==> config.mk <==
export PLATFORM = sky130hd
export DESIGN_NAME = w_loader
export DESIGN_NICKNAME = d
export VERILOG_FILES = /design/src/rtl/w_loader.sv
export SDC_FILE = /design/constraint.sdc
export NUM_CORES = 1
export LEC_CHECK = 0
export BUFFER_PORTS_ARGS = -buffer_cell sky130_fd_sc_hd__buf_2
export CORE_MARGIN = 5
export CORE_UTILIZATION = 45
export CTS_CLUSTER_DIAMETER = 30
export DETAILED_ROUTE_END_ITERATION = 7
export PLACE_DENSITY_LB_ADDON = 0.1
export SYNTH_ARGS = -nofsm -noshare
export SYNTH_HDL_FRONTEND = slang
export SYNTH_SLANG_ARGS = --single-unit
==> constraint.sdc <==
create_clock -name clk -period 1.5 [get_ports clk]
set_input_delay 0.3 -clock clk [delete_from_list [all_inputs] [get_ports clk]]
set_output_delay 0.3 -clock clk [all_outputs]
set_load 0.05 [all_outputs]
==> src/rtl/w_loader.sv <==
// Weight-fill stage: streams bytes into 16 interleaved weight banks and pulses
// load_done once the whole image has been committed.
module w_loader #(
  parameter int unsigned NBANK = 16,
  parameter int unsigned AW    = 4,
  parameter int unsigned DW    = 8
) (
  input  logic                         clk,
  input  logic                         xrst,
  input  logic                         load_start,
  input  logic                         abort,
  input  logic                         s_valid,
  output logic                         s_ready,
  input  logic [DW-1:0]                s_data,
  output logic [NBANK-1:0]             w_we,
  output logic [AW-1:0]                w_waddr,
  output logic [DW-1:0]                w_wdata,
  output logic                         busy,
  output logic                         load_done,
  output logic [$clog2(NBANK)+AW:0]    bytes_loaded
);

  localparam int unsigned BW    = $clog2(NBANK);
  localparam int unsigned CW    = BW + AW + 1;
  localparam int unsigned TOTAL = NBANK * (2 ** AW);

  typedef enum logic [1:0] {IDLE, LOAD, FLUSH} state_t;

  state_t        state;
  logic [CW-1:0] count;
  logic          accept;
  logic          last;

  // Abort masks ready in the same cycle so the offered byte is never taken.
  always_comb begin
    s_ready = 1'b0;
    accept  = 1'b0;
    s_ready = (state == LOAD) && !abort;
    accept  = s_ready && s_valid;
  end

  assign last         = (count == CW'(TOTAL - 1));
  assign busy         = (state != IDLE);
  assign bytes_loaded = count;

  always_ff @(posedge clk or posedge xrst) begin
    if (xrst) begin
      state     <= IDLE;
      count     <= '0;
      w_we      <= '0;
      w_waddr   <= '0;
      w_wdata   <= '0;
      load_done <= 1'b0;
    end else begin
      w_we      <= '0;
      load_done <= 1'b0;

      // Byte k lands in bank k%NBANK at address k/NBANK, one cycle after accept.
      if (accept) begin
        w_we    <= NBANK'(1) << count[BW-1:0];
        w_waddr <= count[BW +: AW];
        w_wdata <= s_data;
        count   <= count + CW'(1);
      end

      case (state)
        IDLE: begin
          if (load_start && !abort) begin
            state <= LOAD;
            count <= '0;
          end
        end
        LOAD: begin
          if (abort) begin
            state <= IDLE;
            count <= '0;
          end else if (accept && last) begin
            state <= FLUSH;
          end
        end
        FLUSH: begin
          state     <= IDLE;
          load_done <= 1'b1;
        end
        default: state <= IDLE;
      endcase
    end
  end

endmodule
== Word-level counts from Yosys, hierarchy flattened ==
Cells that the tools add are included.
Cells by class
  reductions and logical operators: 8
  shifts and indexed selects: 1
  $add $sub $neg: 1
  eq/ne operators: 5
  mux-type cells: 10
Operator list (number)
  $mux 9: 3
  $pmux 9 s2: 1
  $mux 16: 1
  $shl 1x4->16 const A: 1
  $add 9x1->9 const B: 1
  $eq 9x8->1 const B: 1
  $mux 2: 3
  $logic_and 1x1->1: 4
  $pmux 2 s2: 1
  $ne 3x2->1 const B: 1
  $eq 2x1->1 const B: 1
  $eq 2x2->1 const B: 1
  $logic_not 2->1: 1
  $ne 2x2->1 const B: 1
  $reduce_and 2->1: 1
  $reduce_bool 2->1: 1
  $logic_not 1->1: 1
  $mux 1: 1
Storage, ports and cells
  register bits: 40
  word-level logic and storage cells: 31

== Depth between registers and ports, before layout ==
  word-level depth: 7
  gate-level depth with buffers: 7

== Least setup slack after synthesis ==
No wires, ideal clock.
  path type: reg2reg
  start: reg count[1] (netlist: bytes_loaded[1])
  end: reg count[8] (netlist: bytes_loaded[8])
  data required time: 1.406 ns
  arrival time: 1.694 ns
  slack: -0.288 ns
  stages on the path, launching flop included: 6
  clock period less this slack: 1.788 ns
  cell sequence: dfrtp_1 -> ha_1 -> nand3_1 -> nor3_1 -> ha_1 -> a211oi_1
On the way
  longest elaborated chain between the ends: 4
Ends and longest elaborated chain
  from (decl): RTL line 30  | logic [CW-1:0] count;
  from (signal assigned): RTL line 63  | count <= count + CW'(1);
  $add 9x1->9 (*): RTL line 63
  $mux 9 (*): RTL line 59  | if (accept) begin
  $mux 9, on equally long branches: RTL line 74, 68
  $pmux 9 s2 (*): RTL line 66  | case (state)
Every way passes the cells marked *; elsewhere a longest branch is shown, timed or not.
A chain may end at the register's enable or synchronous reset.

== Worst setup path in the final report ==
  start: reg state[1]
  end: out s_ready
On the way
  longest elaborated chain between the ends: 2
Ends and longest elaborated chain
  from (decl): RTL line 29  | state_t state;
  from (signal assigned): RTL line 48  | state <= IDLE;
  from (signal assigned): RTL line 69  | state <= LOAD;
  from (signal assigned): RTL line 75  | state <= IDLE;
  $eq 2x1->1: RTL line 38  | s_ready = (state == LOAD) && !abort;
  $logic_and 1x1->1: RTL line 38
  to (decl): RTL line 13  | output logic s_ready,
No other way between the ends.

==> summary.txt <==
Outcome
  – Status: finished, violations left
  – Failing checks: negative setup slack

Die
  – Starting Density: 45.6%
  – Die ar.: a little under 5000 sq um
  – Die height: 70.4 um
  – Die X: slightly above 70 um
  – I/O Pins: between 50 and 60
  – Row cnt: 22
  – CORE AREA: about 3600 sq um

Timing
  – Final worst setup slack: -0.125 ns
  – Min Hold Slack: approximately 0.13 ns
  – Achievable frequency: ~600 MHz
  – Final Hold Vio Count: 0
  – RSZ-0062 raised after global routing: yes
  – Count of pins over their slew limit: 0
  – Slew headroom: about two thirds
  – Final Critical Period: about 1.6 ns
  – Tightest Pin Transition: about 0.49 ns
  – Clk_skew: 0.00486 ns
  – Final worst-path cycle share: 108%
  – Setup violators final: 7

Setup path
  – Largest stage delay on the critical path: around 0.43 ns
  – CP max stage cell: dfrtp_1
  – Critical Path RT: 1.20 ns
  – CP Max Fanout: 4
  – Crit-path cells: or3b_4 -> inv_2 -> buf_8
  – Critical path type: reg2out
  – R2R Setup Slk: -0.12 ns
  – Startpoint Class: flip-flop
  – Crit path arrival time: ~1.3 ns
  – Crit end category: output port

Clocking
  – Worst-path clk slew: 0.07 ns
  – Worst-Skew Late Latency: just under 0.3 ns
  – Sink Count: 40
  – Max Buffers Root-to-Sink: 2
  – CTS H-tree depth: 2
  – Inserted Clock Buffers: 5
  – CTS tree: built
  – Hold_buf cts: 0
  – CTS Root Cell: clkbuf_8

Yosys
  – Syn Area/Cell: ~10 sq um
  – Mapped Area: ~1600 sq um
  – Top cells by area, synth: dfrtp_1 (61%), nand2_1 (9.4%), ha_1 (5.3%)
  – Register bit total from synthesis: 40
  – Yosys top cell area share: about three fifths
  – Post-Syn Instances: 158
  – Synth warnings: 0
  – Syn Nets: ~180
  – Cell taking the most area after synthesis: dfrtp_1
  – Sequential share of the synthesized area: between 60% and 70%
  – Netlist cell types: 27

GRT
  – First-pass GRT wire length: 6170 um
  – Number of global-route vias before repair: 1322
  – GR Overflow Total: 0
  – Largest net degree at the start of global routing: roughly 40
  – Global Route Usage Sum: about 16%
  – Initial antenna violation count: 0

Placed design
  – Port bufs: 52
  – Hpwl dp: 2550 um
  – Gpl congestion: approximately 0.81

Power
  – Total Power: 0.00250 W
  – PD cells: 1040 nW/um^2
  – Peak supply drop: ~630 uV
  – LEAKAGE: ~1.3 nW

Cells and area
  – Most common cell after layout, fill and taps aside: buf_2
  – Multi-input logic area: 724 sq um
  – Area grow syn2layout: 45.8%
  – Diodes inserted: 0
  – Most frequent cells in the layout: buf_2 (51), nand2_1 (40), dfrtp_1 (33), buf_4 (14), and3_1 (9)
  – Layout cells sized above 1: a little under half
  – Nets@finish: 254
  – Fillers: between 300 and 400
  – Seq. cell area: 1010 sq um

Drt
  – Final ANT Viol Nets: 0
  – Routed WL per cell: roughly 14 um
  – Drt initial violations: 73
  – DRC: 0
  – Drt via density: around 4.9
  – Drt pass-1 iters: 6
  – Via total after detailed routing: roughly 1400
  – Overall routed net length: 3900 um

Min path
  – Min-Delay Path Class: in2async

Run
  – Max Cap Viol: 0
-- worst paths after layout --
check,cells after the start,endpoint,from
max,3,s_ready,state[1]
min,3,w_we[1],xrst
min in group clk,3,w_wdata[4],s_data[4]
min reg2reg,2,w_wdata[6],w_wdata[6]
max in group asynchronous,3,bytes_loaded[1],xrst
max reg2reg,4,bytes_loaded[5],state[1]
-- critical path: cells and delay by family (launching register included) --
kind | cells | cell delay [ns]
buf+inv | 2 | 0.21
flops | 1 | 0.43
simple gates | 1 | 0.40
-- layer usage --
metal | GRT usage (%) | routed length, um | part of all wire, %
met4 | 5.11 | 76 | 1.9
met1 | 18.0 | 1530 | 39
met3 | 5.90 | 295 | 7.6
met5 | 0 | 0 | 0
met2 | 26.8 | 2000 | 51
-- where the power goes --
group	switching (W)	internal [W]
registers	0.0000324	0.00113
logic	0.000350	0.000142
clock network	0.000348	0.000493
-- what timing repair did --
item | CTS | global route
setup endpoints to repair | 3 | 28
gates cloned | 0 | 1
pin swaps | 3 | 4
setup buffers | 4 | 5
gates resized for setup | 11 | 25
-- state kept, by name (all words and copies together), names as in the netlist --
| register | count |
|---|---|
| w_waddr | 4 |
| bytes_loaded | 9 |
| state | 2 |
| load_done | 1 |
| w_wdata | 8 |
| w_we | 16 |
-- synthesized netlist by cell type --
library cell / number
inv_1: 7
nand3_1: 6
nand4bb_1: 1
or4_1: 2
and3_1: 9
or4b_1: 1
clkbuf_1: 4
nand2_1: 41
or2_2: 1
nor4_1: 1
nor2b_1: 1
a211oi_1: 2
mux2i_1: 1
or3b_1: 1
a21oi_1: 6
o21ai_0: 4
and2_1: 8
nor4bb_1: 1
nand4_1: 1
buf_1: 1
or3_1: 2
o31ai_1: 2
nand3b_1: 1
ha_1: 7
nor2_1: 4
nor3_1: 3
dfrtp_1: 40
-- stage by stage --
step / setup TNS [ns] / area [sq um] / setup WS [ns] / utilization (%) / instances
detailed placement: -0.0438 / 2060 / -0.0438 / 57.2 / 265
global placement: 0 / 2060 / 0.0296 / 57.2 / 265
floorplan: -0.0532 / 1670 / -0.0408 / - / 158
CTS: -0.367 / 2250 / -0.117 / 62.5 / 277
finish: -0.381 / 2400 / -0.125 / 66.5 / 283
global route: -0.780 / 2400 / -0.186 / 66.5 / 283
-- cell families after synthesis --
family / after synthesis / share of synthesized area, %
flops: 40 / 60.9
simple gates: 84 / 25.6
fa+ha+maj: 7 / 5.33
mux: 1 / 0.609
compound gates: 14 / 4.87
buf+inv: 12 / 2.74
-- layout make-up --
cell class	instances	area share, %
flip-flops and latches	40	42.1
multi-input cells	106	30.2
repair buffers	74	19.6
clock buffers	6	3.03
well taps	48	2.51
clock inverters	2	1.46
inverters	7	1.10
Note: power is estimated with default switching activity, not from simulation.
